--- src/rtl/mem_wb_writeback.sv ---
// MEM/WB pipeline register and writeback formatter: selects link/load/ALU data,
// extracts and extends load bytes/halves, and drives the register-file write port.
// Ports: clock/reset/stall/flush control, MEM-stage inputs (in_*), register-file
// outputs RegWrite/Write_reg/Write_data, plus wb_valid, align_err, retired_count.
module mem_wb_writeback #(
  parameter int CNT_W = 32
) (
  input  logic             clock,
  input  logic             reset,
  input  logic             stall,
  input  logic             flush,
  input  logic             in_valid,
  input  logic             in_RegWrite,
  input  logic             in_MemtoReg,
  input  logic             in_link,
  input  logic [2:0]       in_load_type,
  input  logic [1:0]       in_byte_off,
  input  logic [31:0]      in_alu_result,
  input  logic [31:0]      in_mem_data,
  input  logic [31:0]      in_pc_plus8,
  input  logic [4:0]       in_write_reg,
  output logic             RegWrite,
  output logic [4:0]       Write_reg,
  output logic [31:0]      Write_data,
  output logic             wb_valid,
  output logic             align_err,
  output logic [CNT_W-1:0] retired_count
);

  localparam logic [2:0] LT_LB  = 3'd1;
  localparam logic [2:0] LT_LBU = 3'd2;
  localparam logic [2:0] LT_LH  = 3'd3;
  localparam logic [2:0] LT_LHU = 3'd4;

  logic [7:0]  byte_lane;
  logic [15:0] half_lane;
  logic [31:0] load_data;
  logic [31:0] sel_data;
  logic        is_half;
  logic        is_word;
  logic        misaligned;

  // Little-endian lane extraction; halfwords use only address bit 1.
  always_comb begin
    byte_lane = 8'h00;
    case (in_byte_off)
      2'd0:    byte_lane = in_mem_data[7:0];
      2'd1:    byte_lane = in_mem_data[15:8];
      2'd2:    byte_lane = in_mem_data[23:16];
      default: byte_lane = in_mem_data[31:24];
    endcase
    half_lane = in_byte_off[1] ? in_mem_data[31:16] : in_mem_data[15:0];
  end

  always_comb begin
    load_data = in_mem_data;
    case (in_load_type)
      LT_LB:   load_data = {{24{byte_lane[7]}}, byte_lane};
      LT_LBU:  load_data = {24'h000000, byte_lane};
      LT_LH:   load_data = {{16{half_lane[15]}}, half_lane};
      LT_LHU:  load_data = {16'h0000, half_lane};
      default: load_data = in_mem_data; // LW and the unused codes 5-7
    endcase
  end

  always_comb begin
    is_half = (in_load_type == LT_LH) || (in_load_type == LT_LHU);
    is_word = !(is_half || (in_load_type == LT_LB) || (in_load_type == LT_LBU));
    // Link instructions and ALU ops never fault on the address bits.
    misaligned = in_MemtoReg && !in_link &&
                 ((is_half && in_byte_off[0]) || (is_word && (in_byte_off != 2'd0)));
    if (in_link)          sel_data = in_pc_plus8;
    else if (in_MemtoReg) sel_data = load_data;
    else                  sel_data = in_alu_result;
  end

  always_ff @(posedge clock) begin
    if (reset) begin
      wb_valid      <= 1'b0;
      RegWrite      <= 1'b0;
      Write_reg     <= 5'd0;
      Write_data    <= 32'd0;
      align_err     <= 1'b0;
      retired_count <= '0;
    end else if (stall) begin
      // Hold everything, flush included.
    end else if (flush) begin
      // Killed slot: address/data stay as-is, only the enables drop.
      wb_valid  <= 1'b0;
      RegWrite  <= 1'b0;
      align_err <= 1'b0;
    end else begin
      wb_valid   <= in_valid;
      RegWrite   <= in_valid && in_RegWrite && (in_write_reg != 5'd0) && !misaligned;
      Write_reg  <= in_write_reg;
      Write_data <= sel_data;
      align_err  <= in_valid && misaligned;
      if (in_valid) retired_count <= retired_count + CNT_W'(1);
    end
  end

endmodule

--- config.mk ---
export PLATFORM = sky130hd
export DESIGN_NAME = mem_wb_writeback
export DESIGN_NICKNAME = d
export VERILOG_FILES = /design/src/rtl/mem_wb_writeback.sv
export SDC_FILE = /design/constraint.sdc
export NUM_CORES = 1
export LEC_CHECK = 0
export ABC_AREA = 1
export BUFFER_PORTS_ARGS = -buffer_cell sky130_fd_sc_hd__buf_2
export CORE_MARGIN = 4
export CORE_UTILIZATION = 50
export CTS_BUF_LIST = sky130_fd_sc_hd__clkbuf_16
export DETAILED_ROUTE_END_ITERATION = 8
export HOLD_SLACK_MARGIN = 0.08
export MAX_ROUTING_LAYER = met4
export PLACE_DENSITY = 0.87
export SLEW_MARGIN = 25
export SYNTH_ARGS = -nofsm -noshare
export SYNTH_HDL_FRONTEND = slang
export SYNTH_SLANG_ARGS = --single-unit
--- constraint.sdc ---
create_clock -name clock -period 3 [get_ports clock]
set_input_delay 0.15 -clock clock [delete_from_list [all_inputs] [get_ports clock]]
set_output_delay 0.15 -clock clock [all_outputs]
set_load 0.03 [all_outputs]
==> flow_summary.toml <==
[status]
status = "finished, final reports clean"

[placed_design]
pre_cts_slack_ns = 0.9321
io_buffer_count = 185
dp_hpwl_um = 12090
place_area_sq_um = 5637
place.gp.congestion = 0.9934

[worst_setup_path]
cp.required_ns = 3.23
worstSetupStartpoint = "retired_count[4]"
cp_top_family = "simple AND/OR/NAND/NOR gates"
critPathCaptureType = "flip-flop"
critPathBufInv = 0
critPathSlowestCell = "dfxtp_1"
r2r-end = "retired_count[31]"
crit_chain = "nand2_2 > nor2_4 > nand2_1 > nor3_4 > nand2_4 > nor2_8 > nand3_1 > o21ai_1 > nor2_1"
reg2reg_depth = 9
critPathArrivalTime_ns = 2.08
worstSetupPathType = "flip-flop to flip-flop"
r2r-start = "retired_count[4]"
cp_max_fo = 8
start_kind = "flip-flop"
cp_num_cells = 9
max_stage_delay_ns = 0.51
r2r_slack_ns = 1.15

[grt]
antenna_found_initial = 0
overflow = 0
grt_usage_pct = 29.68
grt_pass1_vias = 5236
grt_first_pass_wirelength_um = 25940
grt_max_degree = 48

[cts]
ctsResizeCount = 0
ctsHoldBuffers = 4
clk_pin_slew_ns = 0.06
cts-root-buf = "clkbuf_16"
cts_tree = "built"
cts.htree.levels = 3
cts_inserted_buffers = 9
cts.sinks = 72
max-clock-path-buffers = 2
worstSkewPairLatency_ns = 0.34
postCtsSetupRepairBufs = 0

[logic_synthesis]
avgSynthCellArea_sq_um = 5.898
yosysMostFrequentCell = "nand2_1"
ys_seq_elements = 72
yosysSeqAreaShare_pct = 30.66
synthesis.nets = 912
yosys.area.top_type = "dfxtp_1"
yosysTopAreaCellShare_pct = 30.66
syn-cell-area_sq_um = 4701
synthCells = 797
yosys_warnings = 0
ys_async_sr_fraction_pct = 0
synth_cell_types = 39
synth_flop_cell = "dfxtp_1"
synth_edf_count = 0
netlist_top_cells_count = "247 x nand2_1, 116 x nor2_1, 72 x dfxtp_1"
yosys-top-cells-area = "dfxtp_1 31%, nand2_1 20%, nor2_1 9.3%"

[sta]
finalCriticalPeriod_ns = 1.852
relSlewSlack_pct = 44.49
max_freq_mhz = 539.9
hold_viol_final = 0
rsz0062_at_grt = "false"
finalWorstSetupSlack_ns = 1.148
setup_viol = 0
maxSlewViolCount = 0
finalCritPeriodShare_pct = 61.74
finalSetupTns_ns = 0
skew_ns = 0.004729
worst_pin_slew_ns = 0.8317

[layout]
drive_gt1_share_pct = 23.45
fillCellCount = 891
regArea_sq_um = 1441
nets = 1079
post-route-util_pct = 64.52
multi_input_area_sq_um = 2834
design_area_sq_um = 5933
syn_to_final_growth_pct = 26.22

[floorplan]
die_height_um = 105.0
die_w_um = 105.0
die_area_sq_um = 11020
io_pins = 186
placeableCoreArea_sq_um = 9196
initial_core_util_pct = 51.12
rows = 35

[min_path]
holdCritPathClass = "input port to flip-flop"
whs_endpoint = "Write_reg[4]"
worstHoldStart = "in_write_reg[4]"
holdPathStages = 3

[route]
antenna_left = 0
wire_per_inst_um = 15.11
finalWirelength_um = 16320
dr.pass1.iters = 5
via_per_inst = 5.327
drc = 0
initialDrtViolationCount = 437
vias = 5753

[job]
cap_violations = 0

[pwr]
power_density_nw_per_um2 = 418.7
ir_drop_mv = 0.2176
power.leakage_nw = 3.055
-- tightest hold or removal path, stage by stage --
cell	delay, ns
buf_2	0.09
nor2_1	0.04
nor2_1	0.10
-- cells in the final DEF (no fill, tap or decap), types with 11 or more instances in the layout --
cell type,n
a21oi_1,71
buf_2,185
dfxtp_1,72
inv_1,60
nand2_1,247
nand3_1,61
nor2_1,116
nor3_1,18
o21ai_0,39
o21ai_1,11
-- worst max path at each step --
stage / end / slack (ns)
2_1_floorplan: retired_count[24] / 1.28
6_report: retired_count[31] / 1.15
3_5_place_dp: Write_data[27] / 0.93
4_1_cts: retired_count[31] / 1.18
5_1_grt: retired_count[31] / 0.99
3_3_place_gp: Write_data[21] / 1.02
-- power breakdown --
group	internal [mW]	switching, mW	total (mW)
clock network	0.543	0.412	0.954
logic	0.183	0.341	0.524
registers	0.989	0.0176	1.01
-- layout make-up --
| type | instances | area share, % |
|---|---|---|
| Multi-Input combinational cell | 620 | 47.76 |
| Sequential cell | 72 | 24.29 |
| Timing Repair Buffer | 196 | 17.17 |
| Inverter | 65 | 4.112 |
| Clock buffer | 9 | 3.796 |
| Tap cell | 111 | 2.341 |
| Clock inverter | 6 | 0.4850 |
| Antenna cell | 1 | 0.04218 |
-- routing by layer --
| metal | global-route usage (%) | share of wire, % |
|---|---|---|
| met3 | 8.956 | 9.7 |
| met2 | 45.83 | 46 |
| met1 | 37.29 | 42 |
| met5 | - | 0 |
| met4 | 9.372 | 2.6 |
-- stage by stage --
stage | power, mW | hold WS, ns | std cells
2_1_floorplan | 1.348 | 0.2849 | 797
3_3_place_gp | 1.533 | 0.3903 | 1060
3_5_place_dp | 1.536 | 0.4021 | 1060
4_1_cts | 2.480 | 0.09386 | 1079
5_1_grt | 2.584 | 0.1047 | 1079
6_report | 2.484 | 0.08341 | 1080
-- cell families after synthesis --
kind of cell	count (synthesis)	synth area share, %
buffers and inverters	105	9.050
flip-flops	72	30.66
AND/OR/NAND/NOR	474	43.12
XOR/XNOR	5	0.9316
AO/OA/AOI/OAI	140	15.97
adder cells (fa/ha/maj)	1	0.2661
No activity file was read; power rests on OpenSTA's default activity.
